--- config.mk ---
export PLATFORM = sky130hd
export DESIGN_NAME = hazard_ctrl_flat
export DESIGN_NICKNAME = d
export VERILOG_FILES = /design/src/rtl/hazard_ctrl_if.sv /design/src/rtl/hazard_ctrl.sv /design/src/flat_wrapper.sv
export SDC_FILE = /design/constraint.sdc
export NUM_CORES = 1
export LEC_CHECK = 0
export ABC_CLOCK_PERIOD_IN_PS = 2650
export BUFFER_PORTS_ARGS = -buffer_cell sky130_fd_sc_hd__buf_2
export CORE_UTILIZATION = 55
export CTS_BUF_LIST = sky130_fd_sc_hd__clkbuf_8
export CTS_CLUSTER_SIZE = 40
export DETAILED_ROUTE_END_ITERATION = 16
export PLACE_DENSITY = 0.83
export SETUP_SLACK_MARGIN = 0.2
export SYNTH_ARGS = -nofsm -noshare
export SYNTH_HDL_FRONTEND = slang
export SYNTH_SLANG_ARGS = --single-unit
--- constraint.sdc ---
create_clock -name clk_i -period 2.65 [get_ports clk_i]
set_input_delay 0.1325 -clock clk_i [delete_from_list [all_inputs] [get_ports clk_i]]
set_output_delay 0.1325 -clock clk_i [all_outputs]
set_load 0.005 [all_outputs]
--- src/rtl/hazard_ctrl_if.sv ---
// Hazard controller signal bundle: pipeline register addresses and memory
// handshake in, stall/flush/forward controls and performance counters out.
interface hazard_ctrl_if #(
    parameter int unsigned CNT_W = 32
);
    logic [4:0]       rs1D_addr_i;
    logic [4:0]       rs2D_addr_i;
    logic [4:0]       rs1E_addr_i;
    logic [4:0]       rs2E_addr_i;
    logic [4:0]       rdE_addr_i;
    logic             rdE_wr_ena_i;
    logic             loadE_i;
    logic [4:0]       rdM_addr_i;
    logic             rdM_wr_ena_i;
    logic [4:0]       rdW_addr_i;
    logic             rdW_wr_ena_i;
    logic             redirectE_i;
    logic             memM_req_i;
    logic             memM_ready_i;
    logic             stallF_o;
    logic             stallD_o;
    logic             stallE_o;
    logic             stallM_o;
    logic             flushD_o;
    logic             flushE_o;
    logic             flushW_o;
    logic [1:0]       fwdA_o;
    logic [1:0]       fwdB_o;
    logic             mem_timeout_o;
    logic [CNT_W-1:0] stall_cnt_o;
    logic [CNT_W-1:0] flush_cnt_o;

    modport master (
        output rs1D_addr_i, rs2D_addr_i, rs1E_addr_i, rs2E_addr_i,
        output rdE_addr_i, rdE_wr_ena_i, loadE_i,
        output rdM_addr_i, rdM_wr_ena_i, rdW_addr_i, rdW_wr_ena_i,
        output redirectE_i, memM_req_i, memM_ready_i,
        input  stallF_o, stallD_o, stallE_o, stallM_o,
        input  flushD_o, flushE_o, flushW_o,
        input  fwdA_o, fwdB_o, mem_timeout_o, stall_cnt_o, flush_cnt_o
    );

    modport slave (
        input  rs1D_addr_i, rs2D_addr_i, rs1E_addr_i, rs2E_addr_i,
        input  rdE_addr_i, rdE_wr_ena_i, loadE_i,
        input  rdM_addr_i, rdM_wr_ena_i, rdW_addr_i, rdW_wr_ena_i,
        input  redirectE_i, memM_req_i, memM_ready_i,
        output stallF_o, stallD_o, stallE_o, stallM_o,
        output flushD_o, flushE_o, flushW_o,
        output fwdA_o, fwdB_o, mem_timeout_o, stall_cnt_o, flush_cnt_o
    );
endinterface

--- src/rtl/hazard_ctrl.sv ---
// Pipeline hazard controller for the 5-stage RV32 core: stall/flush priority,
// operand forwarding, bounded memory-wait FSM and stall/flush counters.
//  state       | meaning
//  ST_RUN      | no outstanding stalled memory access
//  ST_MEM_WAIT | memory stage held waiting for ready, r_wait_cnt counts cycles
module hazard_ctrl #(
    parameter int unsigned MEM_TIMEOUT = 16,
    parameter int unsigned CNT_W       = 32
) (
    input logic          clk_i,
    input logic          rst_i,
    hazard_ctrl_if.slave hz
);
    typedef enum logic {
        ST_RUN      = 1'b0,
        ST_MEM_WAIT = 1'b1
    } state_t;

    localparam logic [15:0]      TIMEOUT_VAL = 16'(MEM_TIMEOUT);
    localparam logic [CNT_W-1:0] CNT_ONE     = CNT_W'(1);

    state_t           r_state;
    state_t           w_state_nxt;
    logic [15:0]      r_wait_cnt;
    logic [15:0]      w_wait_cnt_nxt;
    logic [CNT_W-1:0] r_stall_cnt;
    logic [CNT_W-1:0] r_flush_cnt;

    logic w_mem_pending;
    logic w_timeout;
    logic w_mem_stall;
    logic w_load_use;
    logic w_stall_fd;
    logic w_stall_em;
    logic w_flush_d;
    logic w_flush_e;
    logic w_flush_w;
    logic w_mem_timeout;
    logic [1:0] w_fwd_a;
    logic [1:0] w_fwd_b;

    function automatic logic [1:0] fwd_sel(
        input logic [4:0] rs,
        input logic       m_we,
        input logic [4:0] m_rd,
        input logic       w_we,
        input logic [4:0] w_rd
    );
        if (m_we && (m_rd != 5'd0) && (m_rd == rs))      return 2'b10;
        else if (w_we && (w_rd != 5'd0) && (w_rd == rs)) return 2'b01;
        else                                             return 2'b00;
    endfunction

    always_comb begin
        w_mem_pending = hz.memM_req_i && !hz.memM_ready_i;
        w_timeout     = (r_state == ST_MEM_WAIT) && w_mem_pending
                        && (r_wait_cnt == TIMEOUT_VAL);
        w_mem_stall   = w_mem_pending && !w_timeout;
        w_load_use    = hz.loadE_i && hz.rdE_wr_ena_i && (hz.rdE_addr_i != 5'd0)
                        && ((hz.rdE_addr_i == hz.rs1D_addr_i)
                            || (hz.rdE_addr_i == hz.rs2D_addr_i));
    end

    always_comb begin
        w_state_nxt    = r_state;
        w_wait_cnt_nxt = r_wait_cnt;
        case (r_state)
            ST_RUN: begin
                if (w_mem_stall) begin
                    w_state_nxt    = ST_MEM_WAIT;
                    w_wait_cnt_nxt = 16'd1;
                end
            end
            ST_MEM_WAIT: begin
                if (w_mem_stall) begin
                    w_wait_cnt_nxt = r_wait_cnt + 16'd1;
                end else begin
                    w_state_nxt    = ST_RUN;
                    w_wait_cnt_nxt = 16'd0;
                end
            end
            default: begin
                w_state_nxt    = ST_RUN;
                w_wait_cnt_nxt = 16'd0;
            end
        endcase
    end

    // Redirect and load-use are only seen once the memory stall drops.
    always_comb begin
        w_stall_fd    = 1'b0;
        w_stall_em    = 1'b0;
        w_flush_d     = 1'b0;
        w_flush_e     = 1'b0;
        w_flush_w     = 1'b0;
        w_mem_timeout = 1'b0;
        w_fwd_a       = 2'b00;
        w_fwd_b       = 2'b00;
        if (!rst_i) begin
            w_mem_timeout = w_timeout;
            w_fwd_a = fwd_sel(hz.rs1E_addr_i, hz.rdM_wr_ena_i, hz.rdM_addr_i,
                              hz.rdW_wr_ena_i, hz.rdW_addr_i);
            w_fwd_b = fwd_sel(hz.rs2E_addr_i, hz.rdM_wr_ena_i, hz.rdM_addr_i,
                              hz.rdW_wr_ena_i, hz.rdW_addr_i);
            if (w_mem_stall) begin
                w_stall_fd = 1'b1;
                w_stall_em = 1'b1;
                w_flush_w  = 1'b1;
            end else if (hz.redirectE_i) begin
                w_flush_d = 1'b1;
                w_flush_e = 1'b1;
            end else if (w_load_use) begin
                w_stall_fd = 1'b1;
                w_flush_e  = 1'b1;
            end
        end
    end

    always_ff @(posedge clk_i) begin
        if (rst_i) begin
            r_state     <= ST_RUN;
            r_wait_cnt  <= 16'd0;
            r_stall_cnt <= '0;
            r_flush_cnt <= '0;
        end else begin
            r_state    <= w_state_nxt;
            r_wait_cnt <= w_wait_cnt_nxt;
            if (w_stall_fd) r_stall_cnt <= r_stall_cnt + CNT_ONE;
            if (w_flush_d)  r_flush_cnt <= r_flush_cnt + CNT_ONE;
        end
    end

    assign hz.stallF_o      = w_stall_fd;
    assign hz.stallD_o      = w_stall_fd;
    assign hz.stallE_o      = w_stall_em;
    assign hz.stallM_o      = w_stall_em;
    assign hz.flushD_o      = w_flush_d;
    assign hz.flushE_o      = w_flush_e;
    assign hz.flushW_o      = w_flush_w;
    assign hz.fwdA_o        = w_fwd_a;
    assign hz.fwdB_o        = w_fwd_b;
    assign hz.mem_timeout_o = w_mem_timeout;
    assign hz.stall_cnt_o   = r_stall_cnt;
    assign hz.flush_cnt_o   = r_flush_cnt;
endmodule

--- src/flat_wrapper.sv ---
// flat-port wrapper written by rule: the top's interface ports become plain ports
module hazard_ctrl_flat 
#(
    parameter int unsigned MEM_TIMEOUT = 16,
    parameter int unsigned CNT_W       = 32
)
  (clk_i, rst_i, hz_rs1D_addr_i, hz_rs2D_addr_i, hz_rs1E_addr_i, hz_rs2E_addr_i, hz_rdE_addr_i, hz_rdE_wr_ena_i, hz_loadE_i, hz_rdM_addr_i, hz_rdM_wr_ena_i, hz_rdW_addr_i, hz_rdW_wr_ena_i, hz_redirectE_i, hz_memM_req_i, hz_memM_ready_i, hz_stallF_o, hz_stallD_o, hz_stallE_o, hz_stallM_o, hz_flushD_o, hz_flushE_o, hz_flushW_o, hz_fwdA_o, hz_fwdB_o, hz_mem_timeout_o, hz_stall_cnt_o, hz_flush_cnt_o);
  hazard_ctrl_if #(.CNT_W(CNT_W)) hz_i ();
  input logic clk_i;
  input logic rst_i;
  input wire logic [$bits(hz_i.rs1D_addr_i)-1:0] hz_rs1D_addr_i;
  input wire logic [$bits(hz_i.rs2D_addr_i)-1:0] hz_rs2D_addr_i;
  input wire logic [$bits(hz_i.rs1E_addr_i)-1:0] hz_rs1E_addr_i;
  input wire logic [$bits(hz_i.rs2E_addr_i)-1:0] hz_rs2E_addr_i;
  input wire logic [$bits(hz_i.rdE_addr_i)-1:0] hz_rdE_addr_i;
  input wire logic [$bits(hz_i.rdE_wr_ena_i)-1:0] hz_rdE_wr_ena_i;
  input wire logic [$bits(hz_i.loadE_i)-1:0] hz_loadE_i;
  input wire logic [$bits(hz_i.rdM_addr_i)-1:0] hz_rdM_addr_i;
  input wire logic [$bits(hz_i.rdM_wr_ena_i)-1:0] hz_rdM_wr_ena_i;
  input wire logic [$bits(hz_i.rdW_addr_i)-1:0] hz_rdW_addr_i;
  input wire logic [$bits(hz_i.rdW_wr_ena_i)-1:0] hz_rdW_wr_ena_i;
  input wire logic [$bits(hz_i.redirectE_i)-1:0] hz_redirectE_i;
  input wire logic [$bits(hz_i.memM_req_i)-1:0] hz_memM_req_i;
  input wire logic [$bits(hz_i.memM_ready_i)-1:0] hz_memM_ready_i;
  output wire logic [$bits(hz_i.stallF_o)-1:0] hz_stallF_o;
  output wire logic [$bits(hz_i.stallD_o)-1:0] hz_stallD_o;
  output wire logic [$bits(hz_i.stallE_o)-1:0] hz_stallE_o;
  output wire logic [$bits(hz_i.stallM_o)-1:0] hz_stallM_o;
  output wire logic [$bits(hz_i.flushD_o)-1:0] hz_flushD_o;
  output wire logic [$bits(hz_i.flushE_o)-1:0] hz_flushE_o;
  output wire logic [$bits(hz_i.flushW_o)-1:0] hz_flushW_o;
  output wire logic [$bits(hz_i.fwdA_o)-1:0] hz_fwdA_o;
  output wire logic [$bits(hz_i.fwdB_o)-1:0] hz_fwdB_o;
  output wire logic [$bits(hz_i.mem_timeout_o)-1:0] hz_mem_timeout_o;
  output wire logic [$bits(hz_i.stall_cnt_o)-1:0] hz_stall_cnt_o;
  output wire logic [$bits(hz_i.flush_cnt_o)-1:0] hz_flush_cnt_o;
  assign hz_i.rs1D_addr_i = hz_rs1D_addr_i;
  assign hz_i.rs2D_addr_i = hz_rs2D_addr_i;
  assign hz_i.rs1E_addr_i = hz_rs1E_addr_i;
  assign hz_i.rs2E_addr_i = hz_rs2E_addr_i;
  assign hz_i.rdE_addr_i = hz_rdE_addr_i;
  assign hz_i.rdE_wr_ena_i = hz_rdE_wr_ena_i;
  assign hz_i.loadE_i = hz_loadE_i;
  assign hz_i.rdM_addr_i = hz_rdM_addr_i;
  assign hz_i.rdM_wr_ena_i = hz_rdM_wr_ena_i;
  assign hz_i.rdW_addr_i = hz_rdW_addr_i;
  assign hz_i.rdW_wr_ena_i = hz_rdW_wr_ena_i;
  assign hz_i.redirectE_i = hz_redirectE_i;
  assign hz_i.memM_req_i = hz_memM_req_i;
  assign hz_i.memM_ready_i = hz_memM_ready_i;
  assign hz_stallF_o = hz_i.stallF_o;
  assign hz_stallD_o = hz_i.stallD_o;
  assign hz_stallE_o = hz_i.stallE_o;
  assign hz_stallM_o = hz_i.stallM_o;
  assign hz_flushD_o = hz_i.flushD_o;
  assign hz_flushE_o = hz_i.flushE_o;
  assign hz_flushW_o = hz_i.flushW_o;
  assign hz_fwdA_o = hz_i.fwdA_o;
  assign hz_fwdB_o = hz_i.fwdB_o;
  assign hz_mem_timeout_o = hz_i.mem_timeout_o;
  assign hz_stall_cnt_o = hz_i.stall_cnt_o;
  assign hz_flush_cnt_o = hz_i.flush_cnt_o;
  hazard_ctrl #(.MEM_TIMEOUT(MEM_TIMEOUT), .CNT_W(CNT_W)) u_core (.clk_i(clk_i), .rst_i(rst_i), .hz(hz_i));
endmodule
==> qor.csv <==
metric,value,unit
syn-cell-area,4430,sq um
hold_viol,0,
wl_per_cell,15.0,um
layout-drive-gt1-share,0.238,
synthCells,531,
dr.pass1.iters,7,
post-route-util,0.677,
io_buffers,119,
timing.fmax,438,MHz
cp.required,2.52,ns
diodes,0,
drt-met1-wl,4460,um
ys_seq_area_frac,0.366,
setup_tns,0,ns
end_kind,primary output,
rows,32,
core-area,7770,sq um
avgViaCountPerCell,5.92,
crit_path_max_fanout,32,
yosysWarningCount,0,
dieArea,8410,sq um
max-clock-path-buffers,2,
syn_to_final_growth,18.9,%
fin_crit_sh,0.861,
cts-root-buf,clkbuf_8,
peakVddDrop,279,uV
grt_antenna_before_repair,0,
cts_made_buffers,9,
status,"complete, no violations",
syn_nets,579,
synth_cell_types,47,
start_util,0.570,
drt-total-wl,11300,um
htreeDepth,3,
clock_sinks,81,
io_pins,120,
route.detailed.drc,0,
drt_iter0_markers,206,
routed.top_layer,met4,
crit_chain,nor4b_4 -> and4_4 -> nor2_8 -> a31oi_4 -> buf_12 -> nor2_1 -> buf_2,
cts_hold_buf,0,
routed-wl-met3,756,um
track_usage,0.271,
rsz0062_at_grt,false,
max_slew_margin,0.576,
hold_path_class,input pin to flip-flop,
finalNonFillerCells,749,
post-place-cells,732,
report.final.slew_viol_count,0,
maxCapViolations,0,
path_class,flip-flop to primary output,
ys_ff_latch,81,
worst_slew_pin_slew,0.636,ns
path_clk_slew,0.08,ns
cp-start-kind,flip-flop,
critPathTopFamily,simple AND/OR/NAND/NOR gates,
finalSetupViolCount,0,
grt_overflow,0,
slowest_stage,dfxtp_1,
grt_max_degree,64,
arrival,2.15,ns
gp_congestion,0.896,
wl_met2,5740,um
n_fill_cell,650,
grt_pass1_vias,4093,
ant_nets,0,
clk_latency,0.35,ns
layout.nets,691,
static-leakage-power,2.02,nW
dieHeight,91.7,um
synth_edf_count,0,
critical_path_buf_inv_count,2,
dieWidth,91.7,um
synthArstFlopShare,0,
ys.flop_type,dfxtp_1,
hpwl,8080,um
fin_crit,2.28,ns
cts_tree,yes,
grt_pass1_wl,18500,um
slowest_delay,0.51,ns
clock_skew,0.0131,ns
dr_total_vias,4434,
avgSynthCellArea,8.34,sq um
pwr_density_cell,428,nW/um^2
## worst paths after layout
check	from	endpoint	slack [ns]	cells after the start
setup / recovery	u_core.r_state$_DFF_P_	hz_stallD_o	0.37	7
hold / removal	rst_i	u_core.hz.flush_cnt_o[0]$_SDFFE_PP0P_	0.14	2
setup reg to reg	u_core.r_wait_cnt[0]$_SDFFE_PP0P_	u_core.hz.stall_cnt_o[9]$_SDFFE_PP0P_	0.43	10
hold reg to reg	u_core.hz.stall_cnt_o[31]$_SDFFE_PP0P_	u_core.hz.stall_cnt_o[31]$_SDFFE_PP0P_	0.48	2
## layout make-up
cell class              instances  area, sq um  share of cell area
well taps                     102          128              0.0243
multi-input cells             413         2620               0.498
clock buffers                  10          138              0.0262
inverters                      12         45.0             0.00856
flip-flops and latches         81         1620               0.308
clock inverters                 5         32.5             0.00618
repair buffers                126          678               0.129
## worst register-to-register path, delay by kind of cell (launching register included)
family	cells	cell delay, ns
buffers and inverters	3	0.43
adders and majority gates	1	0.20
AOI/OAI and AO/OA	2	0.23
and+or+nand+nor	4	0.93
DFF	1	0.36
## layout by cell type (no fill, tap or decap), types with 2 or more instances in the layout
cell type,n
xor2_1,25
nand4b_1,2
o21ai_0,33
nand3_1,31
nor3_1,18
mux2i_1,2
or4_1,8
and4_1,8
xnor2_1,45
and3_1,12
nor4_1,7
inv_1,13
buf_4,5
nand2_1,30
or3_1,34
buf_2,119
o31ai_1,5
ha_1,4
and2_1,4
nand2b_1,3
dfxtp_1,81
nand4_1,20
nor4b_2,3
clkbuf_8,10
nor2b_1,3
nor2_1,56
nor4b_1,3
clkinvlp_4,2
a21oi_1,39
## cell usage after synthesis (all sizes together), types with 2 or more instances
cell type,number,area (sq um)
dfxtp,81,1620
nor2,57,230
xnor2,45,394
a21oi,39,195
o21ai,34,170
or3,34,213
nand3,31,155
nand2,30,113
xor2,25,219
nand4,21,138
nor3,18,90.1
buf,13,110
and3,12,75.1
clkbuf,12,46.3
inv,12,45.0
and4,9,78.8
nor4,9,77.6
or4,8,60.1
nor4b,7,82.6
o31ai,5,37.5
and2,4,25.0
ha,4,50.1
nand2b,3,18.8
nor2b,3,18.8
a31oi,2,27.5
mux2i,2,20.0
nand4b,2,17.5
o2111ai,2,23.8
## flip-flops by register name, summed over array words and instances, names as in the netlist
register and cells:
u_core.r_state 1, u_core.hz.stall_cnt_o 32, u_core.r_wait_cnt 16, u_core.hz.flush_cnt_o 32
## power breakdown
group	leakage, nW	switching (W)	internal [W]
logic	1.28	0.000117	0.0000905
clock network	0.0860	0.000451	0.000359
registers	0.653	0.0000110	0.00122
total	2.02	0.000580	0.00167
## stage by stage
step | area, sq um | setup slack (ns) | total power (W) | hold WS, ns
after floorplan | 4430 | 0.623 | 0.00139 | 0.383
after global placement | 5040 | 0.438 | 0.00145 | 0.467
after detailed placement | 5040 | 0.355 | 0.00146 | 0.479
after CTS | 5220 | 0.215 | 0.00225 | 0.134
after global routing | 5260 | 0.209 | 0.00234 | 0.147
final | 5260 | 0.369 | 0.00225 | 0.144
## layer usage
metal  track usage  vias to the layer above
li1              -                     2125
met1         0.303                     2076
met2         0.497                      201
met3        0.0589                       32
met4         0.103                        0
met5             0                        -
## cell families (layout without fill, tap and decap cells)
| kind of cell | Yosys count | count (layout) | synth area share |
|---|---|---|---|
| flip-flops | 81 | 81 | 0.366 |
| AO/OA/AOI/OAI | 87 | 87 | 0.115 |
| AND/OR/NAND/NOR | 250 | 250 | 0.319 |
| XOR/XNOR | 70 | 70 | 0.138 |
| buffers and inverters | 37 | 153 | 0.0455 |
| adder cells (fa/ha/maj) | 4 | 4 | 0.0113 |
| multiplexers | 2 | 2 | 0.00452 |
## what timing repair did
action                                  in CTS  in global routing
setup buffers                                0                  1
cloned                                       0                  1
gates resized for setup                      1                  3
endpoints found under the setup margin       2                  4
(Power assumes the default switching activity.)
